$ cat config.mk
export PLATFORM = sky130hd
export DESIGN_NAME = iq_word_packer_flat
export DESIGN_NICKNAME = d
export VERILOG_FILES = /design/src/rtl/iq_word_packer_if.sv /design/src/rtl/iq_word_packer.sv /design/src/flat_wrapper.sv
export SDC_FILE = /design/constraint.sdc
export NUM_CORES = 1
export LEC_CHECK = 0
export CORE_ASPECT_RATIO = 1.25
export CORE_MARGIN = 8
export CORE_UTILIZATION = 30
export DETAILED_ROUTE_END_ITERATION = 12
export PLACE_DENSITY = 0.51
export SYNTH_ARGS = -nofsm -noshare
export SYNTH_HDL_FRONTEND = slang
export SYNTH_SLANG_ARGS = --single-unit
$ cat constraint.sdc
create_clock -name clk_i -period 7.1 [get_ports clk_i]
set_clock_uncertainty 0.2 [all_clocks]
set_input_delay 1.42 -clock clk_i [delete_from_list [all_inputs] [get_ports clk_i]]
set_output_delay 1.42 -clock clk_i [all_outputs]
set_load 0.05 [all_outputs]
$ cat src/rtl/iq_word_packer_if.sv
// Sample-in / complex-word-out handshake bundle for iq_word_packer.
// master = stimulus/downstream side, slave = the packer itself.
interface iq_word_packer_if #(
  parameter int WIDTH_IN_WORD = 32
);
  localparam int SW = WIDTH_IN_WORD >> 1;

  logic [SW-1:0]            sample_i;
  logic                     sample_valid_i;
  logic                     sof_i;
  logic                     sample_ready_o;
  logic [WIDTH_IN_WORD-1:0] RIword_o;
  logic                     RIword_valid_o;
  logic                     RIword_ready_i;
  logic                     phase_o;
  logic                     realign_o;

  modport master (
    output sample_i, sample_valid_i, sof_i, RIword_ready_i,
    input  sample_ready_o, RIword_o, RIword_valid_o, phase_o, realign_o
  );

  modport slave (
    input  sample_i, sample_valid_i, sof_i, RIword_ready_i,
    output sample_ready_o, RIword_o, RIword_valid_o, phase_o, realign_o
  );
endinterface

$ cat src/rtl/iq_word_packer.sv
// Packs interleaved real/imag samples into {real, imag} words behind a 2-entry FIFO.
// Optional build macro IQPACK_ERRCNT_EN adds an 8-bit saturating realign counter errcnt_o.
module iq_word_packer #(
  parameter int WIDTH_IN_WORD = 32
) (
  input  logic             clk_i,
  input  logic             rst_i,
  input  logic             clr_i,
  iq_word_packer_if.slave  bus
`ifdef IQPACK_ERRCNT_EN
  ,
  output logic [7:0]       errcnt_o
`endif
);

  localparam int SW = WIDTH_IN_WORD >> 1;

  if ((WIDTH_IN_WORD < 4) || ((WIDTH_IN_WORD % 2) != 0)) begin : g_bad_width
    $error("iq_word_packer: WIDTH_IN_WORD must be even and >= 4");
  end

  typedef enum logic {
    WAIT_RE = 1'b0,
    WAIT_IM = 1'b1
  } state_e;

  state_e                   state_q, state_d;
  logic [SW-1:0]            real_q;
  logic [WIDTH_IN_WORD-1:0] mem_q [2];
  logic                     rd_ptr_q, wr_ptr_q;
  logic [1:0]               count_q;
  logic                     realign_q;

  logic accept, pop, push, load_real, realign_d;

  // Ready depends only on registered state, never on RIword_ready_i.
  assign bus.sample_ready_o = (state_q == WAIT_RE) || (count_q < 2'd2);
  assign accept             = bus.sample_valid_i & bus.sample_ready_o;
  assign bus.RIword_valid_o = (count_q != 2'd0);
  assign pop                = bus.RIword_valid_o & bus.RIword_ready_i;

  assign bus.RIword_o  = mem_q[rd_ptr_q];
  assign bus.phase_o   = (state_q == WAIT_IM);
  assign bus.realign_o = realign_q;

  // NOTE: every output of this block gets a default before any branch, so no latch is inferred.
  always_comb begin
    state_d   = state_q;
    push      = 1'b0;
    load_real = 1'b0;
    realign_d = 1'b0;
    if (accept) begin
      case (state_q)
        WAIT_RE: begin
          load_real = 1'b1;
          state_d   = WAIT_IM;
        end
        WAIT_IM: begin
          if (bus.sof_i) begin
            load_real = 1'b1;
            realign_d = 1'b1;
          end else begin
            push    = 1'b1;
            state_d = WAIT_RE;
          end
        end
        default: state_d = WAIT_RE;
      endcase
    end
    if (clr_i) begin
      state_d   = WAIT_RE;
      push      = 1'b0;
      load_real = 1'b0;
      realign_d = 1'b0;
    end
  end

  // NOTE: sequential state is updated with <= so all registers see pre-edge values.
  always_ff @(posedge clk_i or posedge rst_i) begin
    if (rst_i) begin
      state_q   <= WAIT_RE;
      realign_q <= 1'b0;
    end else begin
      state_q   <= state_d;
      realign_q <= realign_d;
    end
  end

  // NOTE: the real holding register is pure data qualified by state, so it carries no reset.
  always_ff @(posedge clk_i) begin
    if (load_real) begin
      real_q <= bus.sample_i;
    end
  end

  // NOTE: the two FIFO slots are reset because the head must read as zero out of reset.
  always_ff @(posedge clk_i or posedge rst_i) begin
    if (rst_i) begin
      mem_q[0] <= '0;
      mem_q[1] <= '0;
      rd_ptr_q <= 1'b0;
      wr_ptr_q <= 1'b0;
      count_q  <= 2'd0;
    end else if (clr_i) begin
      rd_ptr_q <= 1'b0;
      wr_ptr_q <= 1'b0;
      count_q  <= 2'd0;
    end else begin
      if (push) begin
        mem_q[wr_ptr_q] <= {real_q, bus.sample_i};
        wr_ptr_q        <= ~wr_ptr_q;
      end
      if (pop) begin
        rd_ptr_q <= ~rd_ptr_q;
      end
      case ({push, pop})
        2'b10:   count_q <= count_q + 2'd1;
        2'b01:   count_q <= count_q - 2'd1;
        default: count_q <= count_q;
      endcase
    end
  end

`ifdef IQPACK_ERRCNT_EN
  logic [7:0] errcnt_q;

  // realign_d is already suppressed under clr_i, so a clearing cycle never counts.
  always_ff @(posedge clk_i or posedge rst_i) begin
    if (rst_i) begin
      errcnt_q <= 8'd0;
    end else if (clr_i) begin
      errcnt_q <= 8'd0;
    end else if (realign_d && (errcnt_q != 8'hFF)) begin
      errcnt_q <= errcnt_q + 8'd1;
    end
  end

  assign errcnt_o = errcnt_q;
`endif

endmodule
$ cat src/flat_wrapper.sv
// flat-port wrapper written by rule: the top's interface ports become plain ports
module iq_word_packer_flat 
#(
  parameter int WIDTH_IN_WORD = 32
)
  (clk_i, rst_i, clr_i, bus_sample_i, bus_sample_valid_i, bus_sof_i, bus_RIword_ready_i, bus_sample_ready_o, bus_RIword_o, bus_RIword_valid_o, bus_phase_o, bus_realign_o);
  iq_word_packer_if #(.WIDTH_IN_WORD(WIDTH_IN_WORD)) bus_i ();
  input  logic clk_i;
  input  logic rst_i;
  input  logic clr_i;
  input wire logic [$bits(bus_i.sample_i)-1:0] bus_sample_i;
  input wire logic [$bits(bus_i.sample_valid_i)-1:0] bus_sample_valid_i;
  input wire logic [$bits(bus_i.sof_i)-1:0] bus_sof_i;
  input wire logic [$bits(bus_i.RIword_ready_i)-1:0] bus_RIword_ready_i;
  output wire logic [$bits(bus_i.sample_ready_o)-1:0] bus_sample_ready_o;
  output wire logic [$bits(bus_i.RIword_o)-1:0] bus_RIword_o;
  output wire logic [$bits(bus_i.RIword_valid_o)-1:0] bus_RIword_valid_o;
  output wire logic [$bits(bus_i.phase_o)-1:0] bus_phase_o;
  output wire logic [$bits(bus_i.realign_o)-1:0] bus_realign_o;
  assign bus_i.sample_i = bus_sample_i;
  assign bus_i.sample_valid_i = bus_sample_valid_i;
  assign bus_i.sof_i = bus_sof_i;
  assign bus_i.RIword_ready_i = bus_RIword_ready_i;
  assign bus_sample_ready_o = bus_i.sample_ready_o;
  assign bus_RIword_o = bus_i.RIword_o;
  assign bus_RIword_valid_o = bus_i.RIword_valid_o;
  assign bus_phase_o = bus_i.phase_o;
  assign bus_realign_o = bus_i.realign_o;
  iq_word_packer #(.WIDTH_IN_WORD(WIDTH_IN_WORD)) u_core (.clk_i(clk_i), .rst_i(rst_i), .clr_i(clr_i), .bus(bus_i));
endmodule
==> impl_metrics.json, run 1 <==
{
  "netlist_instances": 222,
  "fin_crit_ns": 4.04,
  "start_kind": "flip-flop",
  "insertedDiodeCount": 0,
  "clk_latency_ns": 0.33,
  "wl_per_cell_microns": 15.7,
  "cts_resized": 0,
  "hold_path_depth": 1,
  "clkSlewWorstSetupHoldPaths_ns": 0.06,
  "fin_cells": 448,
  "finalSetupViolCount": 0,
  "criticalPathCategory": "reg2out",
  "gp_congestion": 0.661,
  "coreArea_sq_um": 12000,
  "whs_ns": 0.299,
  "cts_root_buf": "clkbuf_16",
  "hold_violations": 0,
  "power_density_nw_per_um2": 333,
  "synth_seq_cells": 86,
  "yosysSeqAreaShare_pct": 61.6,
  "cts_setup_buffers": 0,
  "antenna_found_initial": 0,
  "worstSetupEndpointType": "output port",
  "hp-start": "u_core.mem_q[50]$_DFFE_PP0P_",
  "avgSynthCellArea_sq_um": 16.3,
  "die_y_microns": 139,
  "peakVddDrop_mv": 0.114,
  "r2r_end": "u_core.mem_q[36]$_DFFE_PP0P_",
  "totalWireLength_microns": 7030,
  "dpl.cell_count": 432,
  "synth_nets": 244,
  "layout_setup_ws_ns": 3.06,
  "grt_max_degree": 40,
  "synth_top_area_cell": "dfrtp_1",
  "reg2reg_from": "u_core.count_q[1]$_DFFE_PP0P_",
  "maxSlewViolCount": 0,
  "hold_class": "reg2reg",
  "max_stage_delay_ns": 0.91,
  "total_power_mw": 1.54,
  "drtAntennaViolNets": 0,
  "clock_sinks": 86,
  "avgViaCountPerCell": 4.38,
  "slew_headroom_pct": 38.7,
  "cts_tree": "done",
  "holdPathEnd": "u_core.mem_q[50]$_DFFE_PP0P_",
  "nets": 301,
  "crit_slowest_cell": "dfrtp_2",
  "gr-usage-all-layers_pct": 9.58,
  "fin_setup_tns_ns": 0,
  "status": "finished clean",
  "initial_core_util_pct": 30.2,
  "synth_warnings": 0,
  "arrival_ns": 2.42,
  "num_io_pins": 58,
  "dr.pass1.iters": 4,
  "drt_iter0_drc": 70,
  "rr_worst_depth": 3,
  "rsz0062_at_grt": "false",
  "port_buffers": 57,
  "fp.dieW_microns": 114,
  "max_freq_mhz": 248,
  "cts-hold-fix-buffers": 0,
  "dieArea_sq_um": 15900,
  "period_share_pct": 56.9,
  "placed_area_sq_um": 4290,
  "layout_commonest_cell": "mux2_2",
  "grt_pass1_wl_microns": 11500,
  "vias": 1960,
  "timing.reg2reg.setup_slack_ns": 4.76,
  "crit_fanout": 33,
  "drive_gt1_share_pct": 43.3,
  "max-clock-path-buffers": 2,
  "synth.distinct_cells": 28,
  "cts_buffers": 9,
  "synth_top_area_share_pct": 48.3,
  "post-dp-hpwl_microns": 4490,
  "cp_data_required_time_ns": 5.48,
  "place_ws_ns": 3.16,
  "p_leak_nw": 1.97,
  "drv_cap": 0,
  "stdcell_area_sq_um": 4610,
  "crit_chain": "mux2_2 -> clkdlybuf4s50_1",
  "final_cell_mix": "mux2_2, dfrtp_1, clkdlybuf4s50_1",
  "final_util_pct": 38.5,
  "syn2layout_area_growth_pct": 27.2,
  "num_rows": 45,
  "htree_levels": 3,
  "gr-total-overflow": 0,
  "drc": 0,
  "grt_pass1_vias": 2185,
  "syn_area_sq_um": 3630,
  "synthTopCellsByArea": "dfrtp_1, mux2_2, edfxtp_1, buf_6, clkbuf_8",
  "tightest_slew_ns": 0.914
}
-- how the worst max path moves through the flow --
| stage | startpoint | end | cells after the start |
|---|---|---|---|
| after floorplan | rst_i | u_core.bus.phase_o$_DFFE_PP0P_ | 1 |
| after global placement | clr_i | u_core.mem_q[50]$_DFFE_PP0P_ | 4 |
| after detailed placement | clr_i | u_core.mem_q[51]$_DFFE_PP0P_ | 4 |
| after CTS | u_core.rd_ptr_q$_DFFE_PP0P_ | bus_RIword_o[31] | 2 |
| after global routing | u_core.rd_ptr_q$_DFFE_PP0P_ | bus_RIword_o[31] | 2 |
| final | u_core.rd_ptr_q$_DFFE_PP0P_ | bus_RIword_o[30] | 2 |
-- cells by family (layout without fill, tap and decap cells) --
family | Yosys count | count (layout) | synth area share (%)
mux | 96 | 96 | 29.9
xor+xnor | 2 | 2 | 0.483
flops | 86 | 86 | 61.6
buf+inv | 15 | 77 | 3.62
simple gates | 16 | 16 | 3.24
compound gates | 7 | 7 | 1.17
-- cell type report --
type                    count  area (sq um)
clock buffers              13           280
clock inverters             3          40.0
fillers                  1147          7380
inverters                   3          11.3
multi-input cells         121          1260
flip-flops and latches     86          2230
well taps                 164           205
repair buffers             58           578
-- where the power goes --
| group | total (mW) | switching, mW | leakage [nW] | internal, mW |
|---|---|---|---|---|
| Combinational | 0.438 | 0.257 | 0.746 | 0.181 |
| Sequential | 0.607 | 0.0350 | 1.06 | 0.572 |
| Clock | 0.490 | 0.181 | 0.162 | 0.310 |
| Total | 1.54 | 0.473 | 1.97 | 1.06 |
-- per-layer routing --
| metal | vias to the layer above | track usage, % | share of wire, % |
|---|---|---|---|
| met5 | - | 0 | 0 |
| met4 | 0 | 5.69 | 2.4 |
| met3 | 13 | 2.79 | 5.2 |
| met2 | 38 | 15.1 | 49 |
| met1 | 997 | 11.3 | 43 |
| li1 | 912 | - | - |
-- sequential cells by signal, summed over array words and instances (netlist names) --
signal and count:
u_core.mem_q 64, u_core.real_q 16, u_core.count_q 2, u_core.bus.phase_o 1, u_core.bus.realign_o 1, u_core.rd_ptr_q 1
u_core.wr_ptr_q 1
-- synthesized netlist by cell type (all sizes together) --
master	number
a21oi	2
or2	1
nor2	3
edfxtp	16
nand2	3
dfrtp	70
and3b	1
nor3b	1
and4bb	1
and3	2
nor2b	1
nor3	1
inv	3
clkbuf	4
o21ai	3
a21o	1
nand3b	1
xnor2	1
buf	8
nor4bb	1
mux2	96
a311oi	1
xor2	1
-- critical path: cells and delay by family (launching register included) --
kind | cells | cell delay (ns)
buffers and inverters | 1 | 0.70
flip-flops | 1 | 0.91
multiplexers | 1 | 0.43
(Power assumes the default switching activity.)
==> run 2: changes to the inputs <==
==> constraint.sdc (replaced) <==
create_clock -name clk_i -period 4.1 [get_ports clk_i]
set_clock_uncertainty 0.2 [all_clocks]
set_input_delay 0.82 -clock clk_i [delete_from_list [all_inputs] [get_ports clk_i]]
set_output_delay 0.82 -clock clk_i [all_outputs]
set_load 0.05 [all_outputs]
==> impl_metrics.json, run 2 (synthesis gave the netlist of run 1 again) <==
{
  "drc": 0,
  "rsz0062_at_grt": "false",
  "critical_path.top_delay_family": "buffers and inverters",
  "htree_levels": 3,
  "insertedDiodeCount": 0,
  "grt_use_met1_pct": 11.6,
  "syn2layout_area_growth_pct": 29.2,
  "p_leak_nw": 1.99,
  "hold_violations": 0,
  "num_io_pins": 58,
  "gr-usage-all-layers_pct": 9.83,
  "crit_buf_inv": 2,
  "max-clock-path-buffers": 2,
  "hp-start": "u_core.mem_q[36]$_DFFE_PP0P_",
  "num_rows": 45,
  "finalSetupViolCount": 0,
  "reg_top3": "u_core.mem_q x64, u_core.real_q x16, u_core.count_q x2",
  "drv_cap": 0,
  "antenna_found_initial": 0,
  "fin_cells": 452,
  "reg2reg_from": "u_core.count_q[1]$_DFFE_PP0P_",
  "max_stage_delay_ns": 0.71,
  "drt_iter0_drc": 58,
  "port_buffers": 57,
  "timing.reg2reg.setup_slack_ns": 1.97,
  "clk_latency_ns": 0.34,
  "nets": 305,
  "wl_per_cell_microns": 16.2,
  "peakVddDrop_mv": 0.174,
  "grt_max_degree": 38,
  "grt_pass1_vias": 2187,
  "coreArea_sq_um": 12000,
  "power_density_nw_per_um2": 574,
  "gp_congestion": 0.731,
  "period_share_pct": 80.5,
  "use_met2_pct": 15.4,
  "arrival_ns": 2.28,
  "hold_class": "reg2reg",
  "cts-hold-fix-buffers": 0,
  "status": "finished clean",
  "clkSlewWorstSetupHoldPaths_ns": 0.06,
  "whs_ns": 0.298,
  "tightest_slew_ns": 0.820,
  "final_util_pct": 39.1,
  "crit_chain": "buf_12 -> mux2_2 -> clkdlybuf4s50_1",
  "avgViaCountPerCell": 4.40,
  "layout_setup_ws_ns": 0.799,
  "fin_crit_ns": 3.30,
  "fill_cells": 1167,
  "clock_sinks": 86,
  "dpl.cell_count": 436,
  "start_kind": "flip-flop",
  "maxSlewViolCount": 0,
  "cp_data_required_time_ns": 3.08,
  "grt_busiest_layer": "met2",
  "max_freq_mhz": 303,
  "die_y_microns": 139,
  "holdPathEnd": "u_core.mem_q[36]$_DFFE_PP0P_",
  "totalWireLength_microns": 7300,
  "dr.pass1.iters": 4,
  "criticalPathCategory": "reg2out",
  "slew_headroom_pct": 45.3,
  "r2r_end": "u_core.mem_q[43]$_DFFE_PP0P_",
  "initial_core_util_pct": 30.2,
  "place_ws_ns": 1.01,
  "rr_worst_depth": 4,
  "final_cell_mix": "mux2_2, dfrtp_1, clkdlybuf4s50_1",
  "cts_resized": 0,
  "stdcell_area_sq_um": 4680,
  "fin_setup_tns_ns": 0,
  "cts_buffers": 9,
  "total_power_mw": 2.69,
  "top_register": "u_core.mem_q",
  "crit_slowest_cell": "clkdlybuf4s50_1",
  "largest_reg_flops": 64,
  "worstSetupEndpointType": "output port",
  "layout_commonest_cell": "mux2_2",
  "drtAntennaViolNets": 0,
  "placed_area_sq_um": 4360,
  "drive_gt1_share_pct": 44.1,
  "vias": 1989,
  "grt_pass1_wl_microns": 11800,
  "grtUsageMet3_pct": 3.31,
  "cts_root_buf": "clkbuf_16",
  "fp.dieW_microns": 114,
  "dieArea_sq_um": 15900,
  "hold_path_depth": 1,
  "crit_fanout": 19,
  "gr-total-overflow": 0,
  "cts_tree": "done",
  "cts_setup_buffers": 0
}
[run 2: changes by cell type in the layout (fill, tap and decap cells not counted), sizes merged]
cell,before,now
clkbuf,13,10
bufinv,1,2
clkinvlp,0,2
buf,1,5
[run 2: routing by layer]
layer | up-vias | wire, microns | share of wire [%]
met5 | - | 0 | 0
met4 | 0 | 161 | 2.2
met3 | 11 | 364 | 5.0
met2 | 37 | 3590 | 49
met1 | 1019 | 3180 | 44
li1 | 922 | - | -
[run 2: area by class of cell]
| type | instances | area [sq um] | share of cell area, % |
|---|---|---|---|
| clock buffers | 10 | 239 | 5.10 |
| repair buffers | 62 | 646 | 13.8 |
| flip-flops and latches | 86 | 2230 | 47.7 |
| multi-input cells | 121 | 1260 | 27.0 |
| clock inverters | 6 | 85.1 | 1.82 |
| inverters | 3 | 11.3 | 0.240 |
| well taps | 164 | 205 | 4.38 |
[run 2: power by group]
group          internal [mW]  switching (mW)
Sequential             0.990          0.0564
Combinational          0.317           0.451
Clock                  0.548           0.325
[run 2: how the worst max path moves through the flow]
stage                     slack [ns]                   startpoint  cells after the start                             end
after floorplan                 1.31                        rst_i                      1  u_core.bus.phase_o$_DFFE_PP0P_
after global placement          1.06                        clr_i                      5    u_core.mem_q[55]$_DFFE_PP0P_
after detailed placement        1.01                        clr_i                      5    u_core.mem_q[55]$_DFFE_PP0P_
after CTS                       0.73  u_core.rd_ptr_q$_DFFE_PP0P_                      3                bus_RIword_o[28]
after global routing            0.71  u_core.rd_ptr_q$_DFFE_PP0P_                      3                bus_RIword_o[14]
final                           0.80  u_core.rd_ptr_q$_DFFE_PP0P_                      3                bus_RIword_o[14]
